==> config.mk <==
export PLATFORM = sky130hd
export DESIGN_NAME = manchester_frame_rx
export DESIGN_NICKNAME = d
export VERILOG_FILES = /design/src/rtl/manchester_rx_pkg.sv /design/src/rtl/crc8_serial.sv /design/src/rtl/manchester_frame_rx.sv
export SDC_FILE = /design/constraint.sdc
export NUM_CORES = 1
export LEC_CHECK = 0
export ABC_AREA = 1
export CAP_MARGIN = 10
export CORE_AREA = 2 2 87 151
export CTS_CLUSTER_DIAMETER = 100
export CTS_CLUSTER_SIZE = 28
export DETAILED_ROUTE_END_ITERATION = 10
export DIE_AREA = 0 0 89 153
export SLEW_MARGIN = 25
export SYNTH_ARGS = -nofsm -noshare
export SYNTH_HDL_FRONTEND = slang
export SYNTH_HIERARCHICAL = 1
export SYNTH_SLANG_ARGS = --single-unit
==> constraint.sdc <==
create_clock -name clk -period 5.25 [get_ports clk]
set_clock_uncertainty 0.15 [all_clocks]
set_input_delay 0.7875 -clock clk [delete_from_list [all_inputs] [get_ports clk]]
set_output_delay 0.7875 -clock clk [all_outputs]
set_load 0.02 [all_outputs]
==> src/rtl/manchester_rx_pkg.sv <==
// rtl/manchester_rx_pkg.sv - shared types and constants for the Manchester frame receiver
//
// Purpose: FSM state encoding, Manchester chip-pair codes, CRC-8 constants and
//          small decode/CRC helper functions used by manchester_frame_rx and crc8_serial.
// Ports:   none (package).

package manchester_rx_pkg;

    typedef enum logic [1:0] {
        ST_HUNT    = 2'd0,
        ST_PAYLOAD = 2'd1,
        ST_TAIL    = 2'd2
    } rx_state_e;

    localparam logic [1:0] MAN_ONE  = 2'b10;
    localparam logic [1:0] MAN_ZERO = 2'b01;

    localparam logic [7:0] CRC8_POLY = 8'h07;
    localparam logic [7:0] CRC8_INIT = 8'h00;

    function automatic logic man_valid(input logic [1:0] pair);
        return (pair == MAN_ONE) || (pair == MAN_ZERO);
    endfunction

    // One MSB-first step of the CRC-8 shift register.
    function automatic logic [7:0] crc8_step(input logic [7:0] crc, input logic din);
        logic fb;
        fb = crc[7] ^ din;
        return {crc[6:0], 1'b0} ^ (fb ? CRC8_POLY : 8'h00);
    endfunction

endpackage

==> src/rtl/crc8_serial.sv <==
// rtl/crc8_serial.sv - bit-serial CRC-8 accumulator
//
// Purpose: accumulates CRC-8 (poly 0x07, init 0x00, no reflection, no final XOR)
//          one bit per enabled cycle, MSB-first.
// Ports:   clk, rst_n (async active-low), clr (reload init, wins over en),
//          en (consume din this cycle), din (data bit), crc (current remainder).

module crc8_serial
    import manchester_rx_pkg::*;
(
    input  logic       clk,
    input  logic       rst_n,
    input  logic       clr,
    input  logic       en,
    input  logic       din,
    output logic [7:0] crc
);

    logic [7:0] crc_q;
    logic [7:0] crc_d;

    always_comb begin
        crc_d = crc_q;
        if (clr) begin
            crc_d = CRC8_INIT;
        end else if (en) begin
            crc_d = crc8_step(crc_q, din);
        end
    end

    always_ff @(posedge clk or negedge rst_n) begin
        if (!rst_n) begin
            crc_q <= CRC8_INIT;
        end else begin
            crc_q <= crc_d;
        end
    end

    assign crc = crc_q;

endmodule

==> src/rtl/manchester_frame_rx.sv <==
// rtl/manchester_frame_rx.sv - parametrised Manchester frame receiver with output handshake
//
// Purpose: hunts for a HEAD chip pattern, decodes 8*NBYTES Manchester bits,
//          checks a TAIL chip pattern and hands good frames to the consumer
//          through a valid/ready output register.
// Config:  RX_CRC8_EN - when defined, the last payload byte is checked as a
//          CRC-8 of the preceding bytes and crc_err is added to the ports.
// Ports:   clk, rst_n (async active-low); bin/ben chip value and strobe;
//          payload/frame_vld/frame_rdy output handshake (byte 0 in the MSBs);
//          sym_err, tail_err, overrun (and crc_err) one-cycle error pulses.

module manchester_frame_rx
    import manchester_rx_pkg::*;
#(
    parameter int                HEAD_W = 4,
    parameter logic [HEAD_W-1:0] HEAD   = 4'b1100,
    parameter int                TAIL_W = 4,
    parameter logic [TAIL_W-1:0] TAIL   = 4'b0011,
    parameter int                NBYTES = 5
) (
    input  logic                clk,
    input  logic                rst_n,
    input  logic                bin,
    input  logic                ben,
    output logic [8*NBYTES-1:0] payload,
    output logic                frame_vld,
    input  logic                frame_rdy,
    output logic                sym_err,
    output logic                tail_err,
    output logic                overrun
`ifdef RX_CRC8_EN
    ,
    output logic                crc_err
`endif
);

    localparam int PAY_BITS  = 8 * NBYTES;
    localparam int PAY_CHIPS = 16 * NBYTES;
    localparam int CNT_W     = $clog2(PAY_CHIPS + TAIL_W + 1);

    localparam logic [CNT_W-1:0] LAST_PAY  = CNT_W'(PAY_CHIPS - 1);
    localparam logic [CNT_W-1:0] LAST_TAIL = CNT_W'(TAIL_W - 1);

    rx_state_e             state_q, state_d;
    logic [CNT_W-1:0]      cnt_q, cnt_d;
    logic [HEAD_W-1:0]     hunt_q, hunt_d;
    logic [TAIL_W-1:0]     tail_q, tail_d;
    logic                  first_q, first_d;
    logic [PAY_BITS-1:0]   work_q, work_d;
    logic [PAY_BITS-1:0]   payload_q, payload_d;
    logic                  vld_q, vld_d;
    logic                  sym_err_q, sym_err_d;
    logic                  tail_err_q, tail_err_d;
    logic                  overrun_q, overrun_d;

    // Shift registers viewed with the current chip already shifted in, so the
    // header/trailer compare happens on the same strobe that completes it.
    logic [HEAD_W-1:0] hunt_shift;
    logic [TAIL_W-1:0] tail_shift;
    logic [1:0]        pair;
    logic              hunt_match;
    logic              pair_done;
    logic              tail_done;
    logic              frame_good;
    logic              crc_ok;

    assign hunt_shift = HEAD_W'({hunt_q, bin});
    assign tail_shift = TAIL_W'({tail_q, bin});
    assign pair       = {first_q, bin};
    assign hunt_match = (hunt_shift == HEAD);
    assign pair_done  = ben && (state_q == ST_PAYLOAD) && cnt_q[0];
    assign tail_done  = ben && (state_q == ST_TAIL) && (cnt_q == LAST_TAIL);
    assign frame_good = tail_done && (tail_shift == TAIL);

`ifdef RX_CRC8_EN
    localparam logic [CNT_W-1:0] CRC_CHIPS = CNT_W'(16 * (NBYTES - 1));

    logic       crc_clr;
    logic       crc_en;
    logic [7:0] crc;
    logic       crc_err_q, crc_err_d;

    // For a valid pair the decoded bit equals its first chip.
    assign crc_clr = ben && (state_q == ST_HUNT) && hunt_match;
    assign crc_en  = pair_done && (cnt_q < CRC_CHIPS);

    crc8_serial u_crc (
        .clk   (clk),
        .rst_n (rst_n),
        .clr   (crc_clr),
        .en    (crc_en),
        .din   (first_q),
        .crc   (crc)
    );

    assign crc_ok = (crc == work_q[7:0]);
`else
    assign crc_ok = 1'b1;
`endif

    // State register (and all other flops).
    always_ff @(posedge clk or negedge rst_n) begin
        if (!rst_n) begin
            state_q    <= ST_HUNT;
            cnt_q      <= '0;
            hunt_q     <= '0;
            tail_q     <= '0;
            first_q    <= 1'b0;
            work_q     <= '0;
            payload_q  <= '0;
            vld_q      <= 1'b0;
            sym_err_q  <= 1'b0;
            tail_err_q <= 1'b0;
            overrun_q  <= 1'b0;
`ifdef RX_CRC8_EN
            crc_err_q  <= 1'b0;
`endif
        end else begin
            state_q    <= state_d;
            cnt_q      <= cnt_d;
            hunt_q     <= hunt_d;
            tail_q     <= tail_d;
            first_q    <= first_d;
            work_q     <= work_d;
            payload_q  <= payload_d;
            vld_q      <= vld_d;
            sym_err_q  <= sym_err_d;
            tail_err_q <= tail_err_d;
            overrun_q  <= overrun_d;
`ifdef RX_CRC8_EN
            crc_err_q  <= crc_err_d;
`endif
        end
    end

    // Next-state logic.
    always_comb begin
        state_d = state_q;
        if (ben) begin
            case (state_q)
                ST_HUNT: begin
                    if (hunt_match) state_d = ST_PAYLOAD;
                end
                ST_PAYLOAD: begin
                    if (cnt_q[0]) begin
                        if (!man_valid(pair))     state_d = ST_HUNT;
                        else if (cnt_q == LAST_PAY) state_d = ST_TAIL;
                    end
                end
                ST_TAIL: begin
                    if (cnt_q == LAST_TAIL) state_d = ST_HUNT;
                end
                default: state_d = ST_HUNT;
            endcase
        end
    end

    // Datapath and output logic.
    always_comb begin
        cnt_d      = cnt_q;
        hunt_d     = hunt_q;
        tail_d     = tail_q;
        first_d    = first_q;
        work_d     = work_q;
        sym_err_d  = 1'b0;
        tail_err_d = 1'b0;
        overrun_d  = 1'b0;
        payload_d  = payload_q;
        vld_d      = vld_q && !frame_rdy;
`ifdef RX_CRC8_EN
        crc_err_d  = 1'b0;
`endif

        if (ben) begin
            case (state_q)
                ST_HUNT: begin
                    hunt_d = hunt_shift;
                    if (hunt_match) begin
                        // Frames never overlap: the next hunt starts from scratch.
                        hunt_d = '0;
                        cnt_d  = '0;
                    end
                end
                ST_PAYLOAD: begin
                    cnt_d = cnt_q + 1'b1;
                    if (!cnt_q[0]) begin
                        first_d = bin;
                    end else if (!man_valid(pair)) begin
                        sym_err_d = 1'b1;
                        cnt_d     = '0;
                        hunt_d    = '0;
                    end else begin
                        work_d = {work_q[PAY_BITS-2:0], pair == MAN_ONE};
                        if (cnt_q == LAST_PAY) cnt_d = '0;
                    end
                end
                ST_TAIL: begin
                    tail_d = tail_shift;
                    cnt_d  = cnt_q + 1'b1;
                    if (cnt_q == LAST_TAIL) begin
                        cnt_d  = '0;
                        hunt_d = '0;
                    end
                end
                default: begin
                    cnt_d  = '0;
                    hunt_d = '0;
                end
            endcase
        end

        if (tail_done && !frame_good) tail_err_d = 1'b1;

`ifdef RX_CRC8_EN
        if (frame_good && !crc_ok) crc_err_d = 1'b1;
`endif

        // A finished frame may load when the register is empty or is being
        // drained on this same edge; otherwise it is dropped and reported.
        if (frame_good && crc_ok) begin
            if (!vld_q || frame_rdy) begin
                payload_d = work_q;
                vld_d     = 1'b1;
            end else begin
                overrun_d = 1'b1;
            end
        end
    end

    assign payload   = payload_q;
    assign frame_vld = vld_q;
    assign sym_err   = sym_err_q;
    assign tail_err  = tail_err_q;
    assign overrun   = overrun_q;
`ifdef RX_CRC8_EN
    assign crc_err   = crc_err_q;
`endif

endmodule

# Yosys cells after proc, flatten, opt, wreduce, memory -nomap -nowiden
# Index checks and enable logic that the tools add are counted.
[word_totals]
ram_bits = 0
regBits = 100
n_memories = 0
latch_bits = 0
output_inout_bits = 44
romBits = 0
word_cells = 70
input_bits = 5
[op_classes]
n_shift = 0
n_addsub = 1
mul = 0
muxes = 26
reduce_logical = 18
bitwise = 1
n_div = 0
eq_ne = 13
n_lt_le_gt_ge = 0
[ops]
columns = ["operator", "n"]
rows = [
  ["$mux W7", 5],
  ["$pmux W7 S3", 1],
  ["$mux W3", 4],
  ["$mux W2", 5],
  ["$mux W1", 9],
  ["$pmux W3 S3", 1],
  ["$reduce_and A4 Y1", 2],
  ["$add A7 B1 Y7 const B", 1],
  ["$eq A7 B2 Y1 const B", 1],
  ["$eq A7 B7 Y1 const B", 1],
  ["$ne A2 B2 Y1 const B", 3],
  ["$pmux W2 S3", 1],
  ["$reduce_and A2 Y1", 3],
  ["$logic_and A1 B1 Y1", 5],
  ["$reduce_and A5 Y1", 1],
  ["$eq A2 B1 Y1 const B", 2],
  ["$eq A2 B2 Y1 const B", 2],
  ["$eq A4 B2 Y1 const B", 1],
  ["$eq A4 B4 Y1 const B", 1],
  ["$logic_not A1 Y1", 3],
  ["$ne A3 B2 Y1 const B", 1],
  ["$reduce_and A3 Y1", 1],
  ["$logic_not A2 Y1", 1],
  ["$logic_or A1 B1 Y1", 2],
  ["2 further kinds", 2],
]

# Logic depth before layout (Yosys ltp)
# Gate-level depths: netlist of the first run.
[logic_depth]
depth_word = 7
mapped_depth = 10
mapped_depth_nobuf = 10

# Worst setup path after synthesis of the first run
# OpenSTA, ideal clock, no wires.
[synth_timing]
path_type = "input-to-reg"
start = "input bin"
end = "register work_q[0]"
t_arrival_ns = 1.832
path_stages = 9
path_slack_ns = 3.139
n_path_buf = 1
setup_time_ns = 0.129
t_required_ns = 4.971
path_cell_list = "inv_2 -> ha_1 -> inv_1 -> nand2_1 -> inv_1 -> nand3_1 -> clkbuf_1 -> nor2_1 -> a21oi_1"
[synth_between]
elab_chain_len = 3
elab_cells_between_ends = 4
classes_between = "eq/ne (2); reduce/logical (2)"
[synth_lines]
columns = ["element", "line_no", "text"]
rows = [
  ["start: declaration", "manchester_frame_rx.sv:23", "input logic bin,"],
  ["$eq A2 B2 Y1 or $eq A2 B1 Y1 (tied branches)", "manchester_rx_pkg.sv:22, manchester_frame_rx.sv:193", ""],
  ["$logic_or A1 B1 Y1", "manchester_rx_pkg.sv:22", "return (pair == MAN_ONE) || (pair == MAN_ZERO);"],
  ["$reduce_and A4 Y1 (no line)", "n/a", ""],
  ["end signal: assignment", "manchester_frame_rx.sv:124", "work_q <= work_d;"],
  ["end: declaration", "manchester_frame_rx.sv:49", "logic [PAY_BITS-1:0] work_q, work_d;"],
]
# Parallel ways exist; a longest one is shown, timed or not.
# A chain may end at the register's enable or synchronous reset.

# Final worst setup path of the first run
[layout_timing]
start = "input bin"
end = "register work_q[20]"
[layout_between]
elab_chain_len = 3
elab_cells_between_ends = 4
classes_between = "eq/ne (2); reduce/logical (2)"
[layout_lines]
columns = ["element", "line_no"]
rows = [
  ["$eq A2 B2 Y1 or $eq A2 B1 Y1 (tied branches)", "manchester_rx_pkg.sv:22"],
  ["$logic_or A1 B1 Y1 *", "manchester_rx_pkg.sv:22"],
  ["$reduce_and A4 Y1 (no line) *", "n/a"],
]
# Mark *: on every way between the ends. The rest lies on a longest branch, timed or not.

==> results.cfg, run 1 <==
[setup_path]
worstPathMaxFanout = 59
end_kind = register
reg2reg_to = payload[0]$_DFFE_PN0P_
worstPathArrival_ns = 3.08
ff2ff_path_depth = 9
crit_type = in -> reg
r2r_slack_ns = 2.86
reg2reg_from = cnt_q[0]$_DFFE_PN0P_
startpoint_type = input port
cp-startpoint = bin
cp.required_ns = 5.35

[timing]
hold_violations = 0
hold_slack_ns = 0.297
setup_viol = 0
slew_headroom_pct = 58.0
drv_slew = 0
clock.fmax_mhz = 336
rsz0062_at_grt = no
fin_crit_sh_pct = 56.7
fin_ws_ns = 2.27
period_needed_ns = 2.98
fin_tns_setup_ns = 0
worst_pin_slew_ns = 0.630

[floorplanning]
ioPinCount = 49
die_h_um = 153
die_area_um2 = 13600
fp.coreArea_um2 = 12400
start_util_pct = 34.0
row_count = 54
die_x_um = 89

[cells_and_area]
n_antenna_cell = 0
nFillCells = 1255
final_cells = 651
synthToLayoutAreaGrowth_pct = 21.8
fin_util_pct = 41.4
multiInputGateArea_um2 = 1390
final_cell_area_um2 = 5150
layout-drive-gt1-share_pct = 14.5
register_area_um2 = 2500
nNetsFinal = 488

[clocking]
cts_tree = built
post_cts_resized = 0
cts.reportedPaths.clkPinSlew_ns = 0.07
htree_levels = 3
cts_inserted_buffers = 9
ctsHoldBuffers = 0
clock_path_buffers = 2
cts_setup_buffers = 0
clkLatencyLatePin_ns = 0.34
cts.sinks = 100
clockRootBuffer = clkbuf_16

[min_path]
hold_class = in -> async

[synth]
synth-seq-area-share_pct = 59.2
synth_nets = 443
synth_edf_count = 0
ys_warn_count = 6
async_reset_ff_share_pct = 100
synth-seq-cells = 100
synthFlopType = dfrtp_1
synthDistinctLibCells = 24
avgSynthCellArea_um2 = 9.76
syn_area_um2 = 4230
synth_cells = 433

[routing]
drt_wl_total_mm = 7.87
ant_nets = 0
first_pass_iters = 4
wl_met1_mm = 3.28
post_drt_wl_per_cell_um = 12.1
wl_met2_mm = 4.10
num_vias = 2927
drt_iter0_drc = 144
vias_per_cell = 4.50
drcViolationCount = 0
route.top_layer_used = met4
wl_met3_um = 227

[global_route]
grt_pass1_wl_mm = 13.4
grt_overflow = 0
grt_pass1_vias = 2863
antenna_found_initial = 0
grt_usage_pct = 12.7
grt_max_degree = 81

[outcome]
outcome = finished clean

[placed_design]
portBuffers = 48
gp_congestion = 0.799
dpl.hpwl_mm = 5.44
placed_cells = 634
placed_cell_area_um2 = 4810
pre_cts_slack_ns = 1.53

[pwr]
p_per_area_nw_per_um2 = 340
leakage_nw = 2.26
finalPower_mw = 1.75
vdd_drop_max_v = 0.000175

[job]
maxCapViolations = 0
-- worst max-delay path by stage --
stage               slack (ns)                endpoint  cells after the start
floorplan                 3.14   work_q[0]$_DFFE_PN0P_                      9
global placement          1.54  work_q[12]$_DFFE_PN0P_                     10
detailed placement        1.53  work_q[12]$_DFFE_PN0P_                     10
CTS                       1.85  work_q[20]$_DFFE_PN0P_                      9
global route              2.00  work_q[20]$_DFFE_PN0P_                      9
finish                    2.27  work_q[20]$_DFFE_PN0P_                      9
-- power breakdown --
part | total, mW | internal (mW) | switching, mW | leakage [nW]
combinational | 0.244 | 0.0721 | 0.172 | 0.735
sequential | 0.850 | 0.815 | 0.0355 | 1.38
clock | 0.657 | 0.371 | 0.285 | 0.142
total | 1.75 | 1.26 | 0.493 | 2.26
-- logic make-up after synthesis --
family,count (synthesis),share of synthesized area [%]
and+or+nand+nor,159,16.0
DFF,100,59.2
AOI/OAI and AO/OA,91,14.5
buffers and inverters,75,8.11
adders and majority gates,5,1.48
xor gates and xnor gates,2,0.415
muxes,1,0.266
-- placed cells by master, fill, tap and decap left out, types with 3 or more instances in the layout --
cell type	count
o21ai_0	46
ha_1	5
nor2_2	3
nand2_1	119
dfrtp_1	100
nor2_1	13
nand3_1	13
clkdlybuf4s50_1	47
buf_4	3
o21bai_1	3
clkbuf_16	9
inv_1	57
o21ai_2	40
-- sequential cells by signal, indices dropped and copies added, names as in the netlist --
name / flops
work_q: 40
state_q: 2
first_q: 1
frame_vld: 1
overrun: 1
sym_err: 1
cnt_q: 7
tail_q: 3
payload: 40
hunt_q: 3
tail_err: 1
-- routing by layer --
layer,track usage (%),vias up
met5,0,-
met4,6.68,0
met3,2.21,20
met2,20.8,54
met1,15.4,1393
li1,-,1460
-- synth_stat cells, types with 2 or more instances --
master | number | area, µm²
inv_1 | 57 | 214
nand2_1 | 119 | 447
clkbuf_1 | 8 | 30.0
o21ai_0 | 46 | 230
nor3_1 | 2 | 10.0
buf_6 | 8 | 90.1
ha_1 | 5 | 62.6
o21bai_1 | 3 | 22.5
xor2_1 | 2 | 17.5
nor2_1 | 13 | 48.8
o21ai_2 | 40 | 350
nand4_1 | 2 | 12.5
nand3b_1 | 2 | 15.0
dfrtp_1 | 100 | 2500
nor2_2 | 3 | 18.8
nand3_1 | 14 | 70.1
a21oi_1 | 2 | 10.0
-- worst max-delay path: stages --
cell,delay [ns]
clkdlybuf4s50_1,0.57
inv_2,0.09
ha_1,0.29
inv_1,0.09
nand2_1,0.07
inv_1,0.14
nand3_4,0.43
buf_4,0.39
o21ai_0,0.19
-- cell type report --
type	instances	area share [%]
clock buffers	9	4.38
clock inverters	7	1.48
inverters	58	4.23
multi-input cells	258	27.1
flip-flops and latches	100	48.6
well taps	168	4.08
repair buffers	51	10.1
Note: power is estimated with default switching activity, not from simulation.
==> run 2, diff against run 1 <==
==> constraint.sdc (replaced) <==
create_clock -name clk -period 2.8 [get_ports clk]
set_clock_uncertainty 0.15 [all_clocks]
set_input_delay 0.42 -clock clk [delete_from_list [all_inputs] [get_ports clk]]
set_output_delay 0.42 -clock clk [all_outputs]
set_load 0.02 [all_outputs]
==> results.cfg, run 2 (synthesis results as in run 1) <==
[pwr]
seq_power_share_pct = 49.8
p_switching_mw = 0.883
p_int_mw = 2.32
leakage_nw = 2.28
pwr-share-comb_pct = 14.4
clkPwrFrac_pct = 35.9
p_per_area_nw_per_um2 = 621
vdd_drop_max_v = 0.000360
swShare_pct = 27.6

[routing]
drcViolationCount = 0
ant_nets = 0
drt_iter0_drc = 171
drt_wl_total_mm = 7.94
first_pass_iters = 4
num_vias = 2939
vias_per_cell = 4.50
post_drt_wl_per_cell_um = 12.2

[timing]
drv_slew = 0
hold_slack_ns = 0.328
fin_crit_sh_pct = 73.8
clock.fmax_mhz = 484
fin_tns_setup_ns = 0
setup_viol = 0
worst_pin_slew_ns = 0.574
hold_violations = 0
period_needed_ns = 2.07
slew_headroom_pct = 61.7
rsz0062_at_grt = no

[global_route]
antenna_found_initial = 0
grt_usage_pct = 12.9
grt_pass1_wl_mm = 13.9
grt_pass1_vias = 2931
grt_max_degree = 81
grt_overflow = 0

[clocking]
cts_tree = built
cts.reportedPaths.clkPinSlew_ns = 0.06
clock_path_buffers = 2
clockRootBuffer = clkbuf_16
cts.sinks = 100
htree_levels = 3
cts_inserted_buffers = 9
clkLatencyLatePin_ns = 0.33
cts_setup_buffers = 0
post_cts_resized = 0
ctsHoldBuffers = 1

[cells_and_area]
layout-drive-gt1-share_pct = 14.4
final_common_cell = nand2_1
n_antenna_cell = 0
final_cell_area_um2 = 5150
fin_util_pct = 41.4
synthToLayoutAreaGrowth_pct = 21.9
nNetsFinal = 490
final_cells = 653
layout_common_cells = nand2_1, dfrtp_1, inv_1

[setup_path]
r2r_slack_ns = 0.81
end_kind = register
crit_type = in -> reg
startpoint_type = input port
worstPathArrival_ns = 2.13
worstPathMaxFanout = 4
cp.required_ns = 2.86

[job]
maxCapViolations = 0

[min_path]
hold_class = reg -> reg

[floorplanning]
die_area_um2 = 13600
fp.coreArea_um2 = 12400
start_util_pct = 34.0
row_count = 54
die_h_um = 153
die_x_um = 89
ioPinCount = 49

[placed_design]
gp_congestion = 0.819
placed_cells = 636
dpl.hpwl_mm = 5.53
placed_cell_area_um2 = 4860
portBuffers = 48

[outcome]
outcome = finished clean
[run 2: cell types whose count changed in the layout (fill, tap and decap cells not counted), moves of 2 or more]
cell / change
clkinvlp_4: -2
buf_12: +3
clkbuf_8: +2
clkinv_2: +2
[run 2: final timing paths]
check | to | startpoint | cells past startpoint
worst min register to register | payload[27]$_DFFE_PN0P_ | payload[27]$_DFFE_PN0P_ | 2
worst min-delay path | payload[27]$_DFFE_PN0P_ | payload[27]$_DFFE_PN0P_ | 2
worst max register to register | payload[31]$_DFFE_PN0P_ | cnt_q[0]$_DFFE_PN0P_ | 9
worst max-delay path | cnt_q[6]$_DFFE_PN0P_ | bin | 9
min in group asynchronous | overrun$_DFF_PN0_ | rst_n | 2
max in group asynchronous | payload[33]$_DFFE_PN0P_ | rst_n | 3
[run 2: worst max-delay path: stages]
cell and delay [ns]:
clkdlybuf4s50_1 0.53, inv_2 0.09, ha_1 0.28, inv_1 0.06, nand2_1 0.07, o21bai_1 0.14, nand3_1 0.18, a21oi_1 0.30
nor2_1 0.07
[run 2: routing by layer]
| layer | track usage [%] | vias to the layer above | share of wire, % |
|---|---|---|---|
| li1 | - | 1465 | - |
| met1 | 15.8 | 1410 | 42 |
| met2 | 21.7 | 56 | 54 |
| met3 | 2.70 | 8 | 2.6 |
| met4 | 5.33 | 0 | 1.6 |
| met5 | 0 | - | 0 |
[run 2: power by group through the flow]
stage	clock, mW	sequential, mW	combinational [mW]
2_1_floorplan	0	1.60	0.321
3_3_place_gp	0	1.61	0.445
3_5_place_dp	0	1.62	0.460
4_1_cts	1.19	1.59	0.465
5_1_grt	1.26	1.60	0.533
6_report	1.15	1.59	0.459
[run 2: cell type report]
cell class / count / area (µm²)
repair buffers: 53 / 556
flip-flops and latches: 100 / 2500
clock buffers: 12 / 256
clock inverters: 4 / 23.8
inverters: 58 / 218
fillers: 1240 / 7280
well taps: 168 / 210
multi-input cells: 258 / 1390
[run 2: stage by stage]
| step | power (mW) | setup WS (ns) |
|---|---|---|
| after global placement | 2.06 | 0.450 |
| after global routing | 3.39 | 0.605 |
| final | 3.20 | 0.735 |
| after CTS | 3.25 | 0.771 |
| after detailed placement | 2.08 | 0.406 |
| after floorplan | 1.92 | 1.06 |
